**config.mk**
```make
export PLATFORM = sky130hd
export DESIGN_NAME = mealy_table_engine
export DESIGN_NICKNAME = d
export VERILOG_FILES = /design/src/rtl/mealy_table_engine.sv
export SDC_FILE = /design/constraint.sdc
export NUM_CORES = 1
export LEC_CHECK = 0
export CELL_PAD_IN_SITES_DETAIL_PLACEMENT = 1
export CELL_PAD_IN_SITES_GLOBAL_PLACEMENT = 1
export CORE_MARGIN = 3
export CORE_UTILIZATION = 45
export CTS_BUF_LIST = sky130_fd_sc_hd__clkbuf_8 sky130_fd_sc_hd__clkbuf_16
export CTS_CLUSTER_SIZE = 24
export DETAILED_ROUTE_END_ITERATION = 8
export GPL_TIMING_DRIVEN = 0
export PLACE_DENSITY_LB_ADDON = 0.1
export REMOVE_ABC_BUFFERS = 1
export SETUP_SLACK_MARGIN = 0.2
export SLEW_MARGIN = 30
export SYNTH_ARGS = -nofsm -noshare
export SYNTH_HDL_FRONTEND = slang
export SYNTH_SLANG_ARGS = --single-unit
```
**constraint.sdc**
```tcl
create_clock -name clk -period 5.65 [get_ports clk]
set_input_delay 1.13 -clock clk [delete_from_list [all_inputs] [get_ports clk]]
set_output_delay 1.13 -clock clk [all_outputs]
set_load 0.005 [all_outputs]
```
**src/rtl/mealy_table_engine.sv**
```systemverilog
// Table-driven Mealy control automaton: {state, x} indexes a loadable table
// giving the next state and micro-operation strobes, wrapped in IDLE/RUN/ERR run control.
module mealy_table_engine #(
   parameter int SW = 4,
   parameter int NI = 2,
   parameter int NO = 9,
   parameter int NS = 10,
   parameter int CW = 8
) (
   input  logic             clk,
   input  logic             res,
   input  logic [NI-1:0]    x,
   input  logic             start,
   input  logic             en,
   input  logic             stop,
   input  logic             cfg_we,
   input  logic [SW+NI-1:0] cfg_addr,
   input  logic [SW+NO:0]   cfg_data,
   output logic [NO-1:0]    t,
   output logic [SW-1:0]    state,
   output logic             busy,
   output logic             done,
   output logic             err,
   output logic             cfg_rej,
   output logic [CW-1:0]    cycles
);

   localparam int AW = SW + NI;
   localparam int DEPTH = 1 << AW;
   localparam logic [SW:0] NS_W = (SW+1)'(NS);

   typedef enum logic [1:0] {CTRL_IDLE, CTRL_RUN, CTRL_ERR} ctrl_e;

   ctrl_e            ctrl_q, ctrl_d;
   logic [SW-1:0]    state_q, state_d;
   logic             done_q, done_d;
   logic             rej_q, rej_d;
   logic [CW-1:0]    cycles_q, cycles_d;
   logic [DEPTH-1:0] valid_q, valid_d;
   logic [SW+NO-1:0] body_q [DEPTH];

   logic [AW-1:0]    idx;
   logic             e_valid;
   logic [SW-1:0]    e_next;
   logic [NO-1:0]    e_out;
   logic             state_legal;
   logic             cfg_ok;

   assign idx         = {state_q, x};
   assign e_valid     = valid_q[idx];
   assign e_next      = body_q[idx][SW+NO-1:NO];
   assign e_out       = body_q[idx][NO-1:0];
   assign state_legal = {1'b0, state_q} < NS_W;
   assign cfg_ok      = cfg_we && (ctrl_q != CTRL_RUN);

   always_comb begin
      ctrl_d   = ctrl_q;
      state_d  = state_q;
      done_d   = 1'b0;
      rej_d    = cfg_we && (ctrl_q == CTRL_RUN);
      cycles_d = cycles_q;
      valid_d  = valid_q;
      t        = '0;
      if (cfg_ok) valid_d[cfg_addr] = cfg_data[SW+NO];
      case (ctrl_q)
         CTRL_IDLE: begin
            state_d = '0;
            if (start && !stop) ctrl_d = CTRL_RUN;
         end
         CTRL_RUN: begin
            if (stop) begin
               ctrl_d  = CTRL_IDLE;
               state_d = '0;
            end else if (en) begin
               if (e_valid && state_legal) begin
                  t       = e_out;
                  state_d = e_next;
                  // Returning to state 0 from elsewhere closes one controller cycle.
                  if (e_next == '0 && state_q != '0) begin
                     done_d = 1'b1;
                     if (cycles_q != '1) cycles_d = cycles_q + 1'b1;
                  end
               end else begin
                  ctrl_d = CTRL_ERR;
               end
            end
         end
         CTRL_ERR: begin
            if (stop) begin
               ctrl_d  = CTRL_IDLE;
               state_d = '0;
            end
         end
         default: begin
            ctrl_d  = CTRL_IDLE;
            state_d = '0;
         end
      endcase
   end

   always_ff @(posedge clk or posedge res) begin
      if (res) begin
         ctrl_q   <= CTRL_IDLE;
         state_q  <= '0;
         done_q   <= 1'b0;
         rej_q    <= 1'b0;
         cycles_q <= '0;
         valid_q  <= '0;
      end else begin
         ctrl_q   <= ctrl_d;
         state_q  <= state_d;
         done_q   <= done_d;
         rej_q    <= rej_d;
         cycles_q <= cycles_d;
         valid_q  <= valid_d;
      end
   end

   // Entry payload is qualified by its valid bit, so it carries no reset.
   always_ff @(posedge clk) begin
      if (cfg_ok) body_q[cfg_addr] <= cfg_data[SW+NO-1:0];
   end

   assign state   = state_q;
   assign busy    = (ctrl_q == CTRL_RUN);
   assign err     = (ctrl_q == CTRL_ERR);
   assign done    = done_q;
   assign cfg_rej = rej_q;
   assign cycles  = cycles_q;

endmodule

```
* Word level (Yosys, flattened, before mapping) *
Memories as Yosys holds them, arrays and structs flattened.
Cells that the tools add are included.

word-level totals
  bits in registers = 80
  bits in writable memories = 832
  memories = 1
  output and inout bits = 25
  input bits = 28
  word-level logic and storage cells = 62

cells by class
  order comparisons = 4
  reduce and logical (&&, ||, !) cells = 13
  equal/unequal tests = 9
  mux-type cells = 27
  add/subtract/negate cells = 1
  bitwise gates (word level) = 1

memory list
  memory  depth  bits a word  read ports  clocked after memory_dff  wr ports  line  source
  body_q  64     13           1           0                         1         40    logic [SW+NO-1:0] body_q [DEPTH];

operator list
  operator                                                               number
  64-bit bitwise mux                                                     1
  9-bit 2-to-1 mux                                                       4
  4-bit 2-to-1 mux                                                       4
  6-bit by 7-bit < comparator with 1-bit output, second input constant   2
  2-bit 2-to-1 mux                                                       5
  1-bit 2-to-1 mux                                                       9
  8-bit by 1-bit adder with 8-bit output, second input constant          1
  8-bit != test, second input constant                                   1
  4-bit one-hot mux with 2 select lines                                  1
  1-bit binary-select mux with 6-bit select                              1
  1-bit demux with 6-bit select                                          1
  6-bit by 1-bit >= comparator with 1-bit output, second input constant  1
  1-bit logical AND                                                      6
  3-bit != test, second input constant                                   2
  2-bit one-hot mux with 3 select lines                                  1
  6-bit AND reduction                                                    1
  4-bit logical NOT                                                      1
  4-bit < comparator, second input constant                              1
  2-bit != test, second input constant                                   2
  4-bit AND reduction                                                    1
  4-bit nonzero test                                                     1
  3-bit by 2-bit != test with 1-bit output, second input constant        1
  3-bit AND reduction                                                    1
  2-bit by 1-bit == test with 1-bit output, second input constant        1
  5 further kinds                                                        5

* Longest topological paths before layout *
Gate-level depths: netlist of run 1.
An unclocked memory read counts as a cell.

  word-level depth = 8
  mapped depth = 10
  mapped depth without buffers = 8

* Worst setup path before layout of run 1 *
No wires, ideal clock.

  path kind = input to output
  from = in x[1]
  to = out t[1]
  setup slack = 0.933 ns
  required time = 4.520 ns
  path buffers = 4
  arrival = 3.587 ns
  stages on the path = 8
  path through = buf_2 buf_2 clkbuf_1 clkbuf_1 mux4_2 mux4_2 mux4_2 nor2b_1

on the way
  word-level cells in the longest chain between the ends = 7
  elaborated cells between the ends (all ways) = 8
  those cells by class = mux (6); reduce/logical (1); memory (1)

RTL lines
  what                                       line  source
  start, declared                            12    input logic [NI-1:0] x,
  1-bit binary-select mux with 6-bit select  50    assign e_valid = valid_q[idx];
  1-bit 2-to-1 mux (implied by the code)     50
  1-bit logical AND                          75    if (e_valid && state_legal) begin
  9-bit 2-to-1 mux (*)                       75
  9-bit 2-to-1 mux (*)                       74    end else if (en) begin
  9-bit 2-to-1 mux (*)                       71    if (stop) begin
  9-bit 2-to-1 mux (*)                       65    case (ctrl_q)
  end, declared                              19    output logic [NO-1:0] t,

Every way passes the cells marked *; elsewhere a longest branch is shown, timed or not. The select of a mux whose other input is x is not followed.

* Worst setup path in the final report of run 1 *
  from = in x[0]
  to = out t[2]

The elaborated chain is that of the path after synthesis.

==> results of run 1 <==
==> flip-flops by register name (all words and copies together) (netlist names) <==
| name | cells |
|---|---|
| body_q | 832 |
| done | 1 |
| valid_q | 40 |
| cfg_rej | 1 |
| ctrl_q | 2 |
| state | 4 |
| cycles | 8 |
==> timing repair <==
item / CTS / global route
resized for setup: 4 / 1
setup buffers: 3 / 2
cloned: 6 / 1
pin swaps: 0 / 1
endpoints found under the setup margin: 9 / 8
==> layer usage <==
layer / wire (um) / track usage, %
met1: 37600 / 31.4
met2: 43700 / 36.4
met3: 4600 / 3.82
met4: 1880 / 5.38
met5: 33 / 0
==> power by group through the flow <==
stage	clock [uW]	combinational (uW)	sequential (uW)
6_report	5810	670	7280
3_5_place_dp	0	649	7420
5_1_grt	6190	714	7280
4_1_cts	5920	676	7280
3_3_place_gp	0	811	7430
2_1_floorplan	0	284	7410
==> cell type report <==
cell class	instances	area [um^2]	area share, %
antenna	4	10.0	0.0248
clock buffer	93	2320	5.74
clock inverter	71	566	1.40
inverter	11	48.8	0.121
multi-input combinational	551	8250	20.4
sequential	888	26400	65.4
tap	1030	1290	3.19
timing repair buffer	99	1510	3.73
==> how the worst min path moves through the flow <==
stage	cells past startpoint	from	slack [ns]	endpoint
6_report	1	ctrl_q[1]$_DFFE_PP0P_	0.46	ctrl_q[0]$_DFFE_PP0P_
3_5_place_dp	1	ctrl_q[1]$_DFFE_PP0P_	0.46	ctrl_q[0]$_DFFE_PP0P_
5_1_grt	1	ctrl_q[1]$_DFFE_PP0P_	0.50	ctrl_q[0]$_DFFE_PP0P_
2_1_floorplan	1	ctrl_q[1]$_DFFE_PP0P_	0.42	ctrl_q[0]$_DFFE_PP0P_
4_1_cts	1	ctrl_q[1]$_DFFE_PP0P_	0.46	ctrl_q[0]$_DFFE_PP0P_
3_3_place_gp	1	ctrl_q[1]$_DFFE_PP0P_	0.44	ctrl_q[0]$_DFFE_PP0P_
==> worst max-delay path, stage by stage <==
cell and delay, ns:
buf_16 0.15, buf_16 0.16, buf_16 0.18, bufbuf_16 0.34, mux4_2 0.54, mux4_2 0.51
mux4_2 0.48, nor2b_1 0.17, clkdlybuf4s50_1 0.45
==> kinds of logic (layout without fill, tap and decap cells) <==
group,count (synthesis),count (layout)
flops,888,888
mux,329,329
fa+ha+maj,1,1
simple gates,170,170
other cells,0,4
xor+xnor,4,4
compound gates,47,47
buf+inv,91,274
==> through the flow <==
stage	util (%)	power (uW)	instance area (um^2)	setup slack (ns)
5_1_grt	53.1	14200	40400	0.267
6_report	53.1	13800	40400	0.346
4_1_cts	52.9	13900	40300	0.220
2_1_floorplan	-	7690	34300	0.750
3_5_place_dp	48.9	8070	37200	-0.597
3_3_place_gp	47.4	8240	36100	-14.97
==> layout by cell type (no fill, tap or decap), drive strengths merged, types with 3 or more instances in the layout <==
master and count:
diode 4, edfxtp 832, nor2b 16, xor2 4
a31oi 3, mux2 46, mux4 262, nand3b 6
nand4 4, o21ai 6, nand3 15, clkinv 36
clkbuf 96, a221oi 3, and3 3, inv 37
bufbuf 5, and2 3, o22ai 11, buf 55
dfrtp 56, mux2i 21, nor2 78, nor3 3
nand2 25, bufinv 7, or3b 3, nor4 7
a21oi 9, clkdlybuf4s50 36
==> out/results.tsv, run 1 <==
metric	value	unit
p_switching	2910	uW
maxCapViolCount	0	
cts_made_buffers	92	
reg2reg_slack	1.34	ns
dieArea	0.0803	mm^2
grt_pass1_vias	17466	
core	0.0761	mm^2
postCtsHoldBufs	0	
ys_async_sr_fraction	6.31	%
ys.flop_type	edfxtp_1	
ys_ff_latch	888	
via_count	16285	
grt_pass1_wl	127000	um
grt_start_max_net_pins	65	
synth_simple_gate_area_share	2.39	%
yosysSeqAreaShare	76.2	%
antenna_found_initial	4	
clk-insertion-delay-late	0.66	ns
worstMarginPinSlew	0.993	ns
via_per_inst	5.93	
yosys_warnings	0	
ys_top_cells_by_count	edfxtp_1 (832), mux4_2 (262), nor2_1 (76)	
pin_count	53	
power_frac_comb	4.9	%
syn_avg_cell_area	22.6	um^2
cts_tree	yes	
grt_usage	22.2	%
critPathMaxFanout	12	
die_x	283	um
yosysTopAreaCell	edfxtp_1	
row_count	101	
htreeDepth	3	
slew_viol_final	0	
r2r-start	state[0]$_DFFE_PP0P_	
grt_overflow	0	
seqPwrFrac	52.9	%
cellLeakagePower	0.0128	uW
synth.area.top_cells	edfxtp_1 (72%), mux4_2 (17%), dfrtp_1 (4.0%)	
setup-violations-final	0	
final_net_count	1672	
p_per_area	341	mW/mm^2
p_clk_share	42.2	%
drive_gt1_share	33.6	%
area_growth	16.6	%
netlist_area	0.0346	mm^2
max_freq	189	MHz
path_class	input port to output port	
setup.worst_path.start_class	input port	
crit_arrival	4.17	ns
numClockSinks	888	
finalWirelength	87800	um
reg2regPathDepth	9	
hold_viol_final	0	
drc_errors	0	
synth_edf_count	832	
clk_pin_slew_worst_paths	0.06	ns
ant_nets	0	
synth_compound_area_share	0.936	%
dp_hpwl	50800	um
slew_headroom	33.6	%
ir_drop	0.000297	V
syn-instance-count	1530	
skew	0.0148	ns
cp.required	4.52	ns
first_pass_iters	5	
first_iter_violations	1855	
initial_utilization	45.5	%
rsz0062_at_grt	no	
end_kind	output port	
endpoint	t[2]	
p_int	10800	uW
dp.cells	2565	
p_sw_share	21.1	%
ys_types	51	
synth-xor-area-share	0.101	%
portBuffers	52	
cts_buffer_depth	3	
synth_top_family_by_area	multiplexers	
fin_setup_tns	0	ns
startpoint	x[0]	
fin_crit_sh	93.9	%
clock-root-buffer	clkbuf_16	
yosys-mux-area-fraction	19.1	%
wire_per_inst	32.0	um
r2r_end	cycles[6]$_DFFE_PP0P_	
synth_most_common_cell	edfxtp_1	
die_h	283	um
gp_congestion	0.776	
synthAdderAreaFrac	0.0361	%
worstHoldPathType	flop to flop	
layout.cells.non_filler	2747	
fin_crit	5.30	ns
fillers	6536	
status	completed	
timing.hold.ws	0.465	ns
synth_top_area_share	72.1	%
(Power assumes the default switching activity.)
==> run 2, diff against run 1 <==
SETUP_SLACK_MARGIN = default   (was 0.2)
==> run 2 against run 1 <==
  * Global-route usage down 0.26 points
  * Cell count down 0.18%
  * Clock skew up 0.00076 ns
  * Core utilization down 0.20 points
  * Flip-flop and latch count unchanged
  * Sequential share of layout area up 0.25 points
  * Die area unchanged
==> out/results.tsv, run 2 (synthesis results as in run 1) <==
metric	value	unit
ff_latch_area	0.0264	mm^2
slew_headroom	33.7	%
dieArea	0.0803	mm^2
via_count	16161	
gp_congestion	0.776	
reg2regPathDepth	9	
hold_end	ctrl_q[0]$_DFFE_PP0P_	
clock-root-buffer	clkbuf_16	
finalWirelength	86500	um
initial_utilization	45.5	%
multiInputGateArea	0.00825	mm^2
rsz0062_at_grt	no	
die_x	283	um
skew	0.0155	ns
cts_made_buffers	92	
largest_register_ffs	832	
final_net_count	1665	
dp.cells	2565	
path_class	input port to output port	
timing.hold.ws	0.465	ns
worstHoldPathType	flop to flop	
clk-insertion-delay-late	0.66	ns
layout.cells.non_filler	2742	
hp-start	ctrl_q[1]$_DFFE_PP0P_	
worstMarginPinSlew	0.991	ns
first_pass_iters	5	
pin_count	53	
maxCapViolCount	0	
regMostFlops	body_q	
fillers	6545	
cts_buffer_depth	3	
end_kind	output port	
row_count	101	
slew_viol_final	0	
setup-violations-final	0	
max_freq	182	MHz
grt_pass1_wl	126000	um
grt_start_max_net_pins	66	
cts_tree	yes	
power	13700	uW
portBuffers	52	
ant_nets	0	
fin_crit_sh	97.3	%
whs_path_depth	1	
htreeDepth	3	
cp.required	4.52	ns
clk_pin_slew_worst_paths	0.06	ns
critPathMaxFanout	25	
wire_per_inst	31.5	um
fin_crit	5.49	ns
grt_overflow	0	
die_h	283	um
core	0.0761	mm^2
antenna_found_initial	6	
cellLeakagePower	0.0128	uW
r2r-start	state[0]$_DFFE_PP0P_	
via_per_inst	5.89	
drc_errors	0	
grt_usage	21.9	%
drive_gt1_share	33.4	%
first_iter_violations	1822	
final_common_cell	edfxtp_1	
ir_drop	0.000297	V
hold_viol_final	0	
p_per_area	341	mW/mm^2
reg2reg_slack	1.38	ns
grt_pass1_vias	17376	
crit_arrival	4.36	ns
dp_hpwl	50800	um
area_growth	16.1	%
setup.worst_path.start_class	input port	
final_cell_mix	edfxtp_1 (832), mux4_2 (262), clkbuf_16 (92)	
status	completed	
r2r_end	cycles[6]$_DFFE_PP0P_	
numClockSinks	888	
-- run 2: cell count changes in the layout (fill, tap and decap cells not counted), sizes merged --
cell / delta
buf: -3
bufbuf: -3
diode: +2
clkbuf: -1
-- run 2: cell type report --
class / instances / share of cell area, %
multi-input cells: 551 / 20.5
well taps: 1030 / 3.20
flip-flops and latches: 888 / 65.6
clock buffers: 93 / 5.76
diodes: 6 / 0.0373
inverters: 11 / 0.121
clock inverters: 71 / 1.41
repair buffers: 92 / 3.35
-- run 2: worst max-delay path: stages --
cell and delay (ns):
buf_12 0.20, buf_16 0.23, buf_16 0.24, buf_16 0.25
mux4_2 0.57, mux4_2 0.49, mux4_2 0.47, nor2b_1 0.23
clkdlybuf4s50_1 0.48
-- run 2: how the worst max path moves through the flow --
stage | from | endpoint | slack (ns) | depth (start not counted)
after CTS | x[0] | t[8] | 0.03 | 9
final | x[0] | t[3] | 0.16 | 9
after floorplan | state[0]$_DFFE_PP0P_ | t[0] | 0.75 | 6
after global routing | x[0] | t[1] | 0.02 | 9
after global placement | x[0] | t[3] | -14.97 | 8
after detailed placement | x[0] | t[3] | -0.60 | 10
-- run 2: what timing repair did --
action                                 in CTS  in global routing
pin swaps                                   0                  1
setup endpoints to repair                   9                  5
resized for setup                           2                  1
gates cloned                                3                  0
setup buffers                               0                  2
endpoints found under the hold margin       0                  0
hold buffers                                0                  0
-- run 2: metal layers --
metal	up-vias	share of wire [%]	GRT usage, %
met5	-	0.038	0
met4	4	2.2	5.34
met3	132	5.1	3.74
li1	6692	-	-
met2	446	50	36.0
met1	8887	43	30.9
-- run 2: report_power, final --
part,internal (uW),switching (uW),total (uW)
clock,3300,2500,5800
combinational,280,371,651
sequential,7250,27.1,7280
-- run 2: per-stage QoR --
stage / TNS (ns) / utilization [%] / cell area [um^2] / setup slack (ns)
global route: 0 / 52.9 / 40200 / 0.0151
detailed placement: -4.29 / 48.9 / 37200 / -0.597
finish: 0 / 52.9 / 40200 / 0.155
floorplan: 0 / - / 34300 / 0.750
CTS: 0 / 52.8 / 40200 / 0.0266
global placement: -332.39 / 47.4 / 36100 / -14.97
==> run 3, diff against run 2 <==
CORE_UTILIZATION = 40   (was 45)
==> run 3 against run 2 <==
  * Core utilization is 5.4 points lower
  * Register-to-register slack better by 0.04 ns
  * Total power is 0.96% higher
  * Hold slack better by 0.022 ns
  * Clock skew is 0.0073 ns higher
  * Wire length is 4.7% higher
  * Via count is 0.51% higher
  * Critical path type unchanged
  * Critical endpoint is now t[5]
==> out/results.tsv, run 3 (synthesis results as in run 1) <==
metric	value	unit
status	completed	
cp.depth	11	
via_per_inst	5.67	
p_sw_share	20.8	%
seqPwrFrac	52.5	%
crit_arrival	4.33	ns
grt_overflow	0	
drive_gt1_share	33.9	%
regMostFlops	body_q	
critical-path-slowest-cell	clkdlybuf4s50_1	
wire_per_inst	31.6	um
worstMarginPinSlew	1.01	ns
grt_pass1_vias	17608	
antenna_found_initial	6	
rsz0062_at_grt	no	
hold_end	ctrl_q[0]$_DFFE_PP0P_	
cellLeakagePower	0.0129	uW
place_ws	-0.554	ns
timing.hold.ws	0.486	ns
path_cells	buf_8, buf_16, buf_16, nor2b_1, a221o_1, a21oi_1, o2111a_1, nor2_4, buf_12, nor2b_1, clkdlybuf4s50_1	
p_clk_share	42.7	%
layout.cells.non_filler	2865	
reg2reg_slack	1.42	ns
numClockSinks	888	
cp.required	4.52	ns
maxCapViolCount	0	
hp-start	ctrl_q[1]$_DFFE_PP0P_	
pin_count	53	
first_iter_violations	1393	
fin_ws	0.194	ns
worstHoldPathType	flop to flop	
final_net_count	1673	
crit_buf_inv	5	
p_per_area	341	mW/mm^2
cts_tree	yes	
r2r_end	cycles[6]$_DFFE_PP0P_	
path_class	input port to output port	
gp_congestion	0.789	
core	0.0855	mm^2
skew	0.0229	ns
initial_utilization	40.5	%
clock-root-buffer	clkbuf_16	
htreeDepth	3	
cts_buffer_depth	3	
dp_hpwl	53400	um
whs_path_depth	1	
max_freq	183	MHz
p_int	11000	uW
ir_drop	0.000250	V
r2r-start	state[0]$_DFFE_PP0P_	
dpl_cell_area	0.0375	mm^2
via_count	16244	
slew_headroom	32.8	%
grt_usage	20.4	%
grt_start_max_net_pins	68	
drc_errors	0	
first_pass_iters	5	
dp.cells	2687	
largest_register_ffs	832	
final_util	47.5	%
postCtsHoldBufs	0	
row_count	107	
final_area	0.0406	mm^2
final_cell_mix	edfxtp_1 (832), mux4_2 (262), clkbuf_16 (96)	
slew_viol_final	0	
fin_crit_sh	96.6	%
max_stage_delay	0.56	ns
clk-insertion-delay-late	0.63	ns
ant_nets	0	
fin_crit	5.46	ns
finalWirelength	90500	um
portBuffers	52	
grt_pass1_wl	130000	um
end_kind	output port	
cpLargestDelayFamily	buffers and inverters	
clk_pin_slew_worst_paths	0.06	ns
reg2regPathDepth	10	
die_x	300	um
area_growth	17.3	%
p_switching	2880	uW
power_frac_comb	4.8	%
setup-violations-final	0	
critPathMaxFanout	67	
dieArea	0.0902	mm^2
die_h	300	um
hold_viol_final	0	
cts_made_buffers	92	
final_common_cell	edfxtp_1	
setup.worst_path.start_class	input port	
-- run 3: cell count changes in the layout (fill, tap and decap cells not counted), moves of 3 or more --
| cell | before | now |
|---|---|---|
| buf_8 | 4 | 10 |
| nor2_2 | 15 | 9 |
| nor2_4 | 52 | 58 |
| diode_2 | 6 | 1 |
| inv_1 | 31 | 36 |
| clkbuf_16 | 92 | 96 |
| buf_16 | 19 | 22 |
| buf_4 | 11 | 14 |
| clkinv_8 | 3 | 0 |
-- run 3: worst max path at each step --
stage | startpoint | to | slack (ns)
2_1_floorplan | state[0]$_DFFE_PP0P_ | t[0] | 0.75
5_1_grt | x[1] | t[5] | 0.05
3_5_place_dp | x[0] | t[4] | -0.55
4_1_cts | x[1] | t[4] | 0.0007
3_3_place_gp | x[0] | t[0] | -15.24
6_report | x[1] | t[5] | 0.19
-- run 3: layout make-up --
class                   instances  area, um^2
diodes                          1        2.50
clock buffers                  99        2430
clock inverters                71         517
fillers                      7519       44900
inverters                      11        48.8
multi-input cells             551        8300
flip-flops and latches        888       26400
well taps                    1144        1430
repair buffers                100        1520
-- run 3: layer usage --
metal | global-route usage [%] | vias to the layer above | wire, um
li1 | - | 6722 | -
met4 | 4.97 | 8 | 1990
met3 | 3.62 | 128 | 3990
met1 | 28.7 | 9023 | 40000
met2 | 33.3 | 363 | 44500
met5 | 0 | - | 58
-- run 3: per-stage QoR --
| stage | power (uW) | TNS [ns] |
|---|---|---|
| 2_1_floorplan | 7690 | 0 |
| 3_3_place_gp | 8250 | -337.76 |
| 5_1_grt | 14300 | 0 |
| 6_report | 13900 | 0 |
| 4_1_cts | 14000 | 0 |
| 3_5_place_dp | 8080 | -3.94 |
-- run 3: power by group through the flow --
stage / logic, uW / registers, uW / clock network, uW
6_report: 665 / 7280 / 5920
5_1_grt: 711 / 7280 / 6330
4_1_cts: 675 / 7280 / 6050
3_5_place_dp: 660 / 7420 / 0
3_3_place_gp: 822 / 7430 / 0
2_1_floorplan: 284 / 7410 / 0
-- run 3: timing repair --
| item | 4_1_cts | 5_1_grt |
|---|---|---|
| hold endpoints to repair | 0 | 0 |
| cloned | 3 | 1 |
| pin swaps | 0 | 1 |
| setup endpoints to repair | 9 | 9 |
| setup buffers | 0 | 3 |
| resized for setup | 3 | 2 |
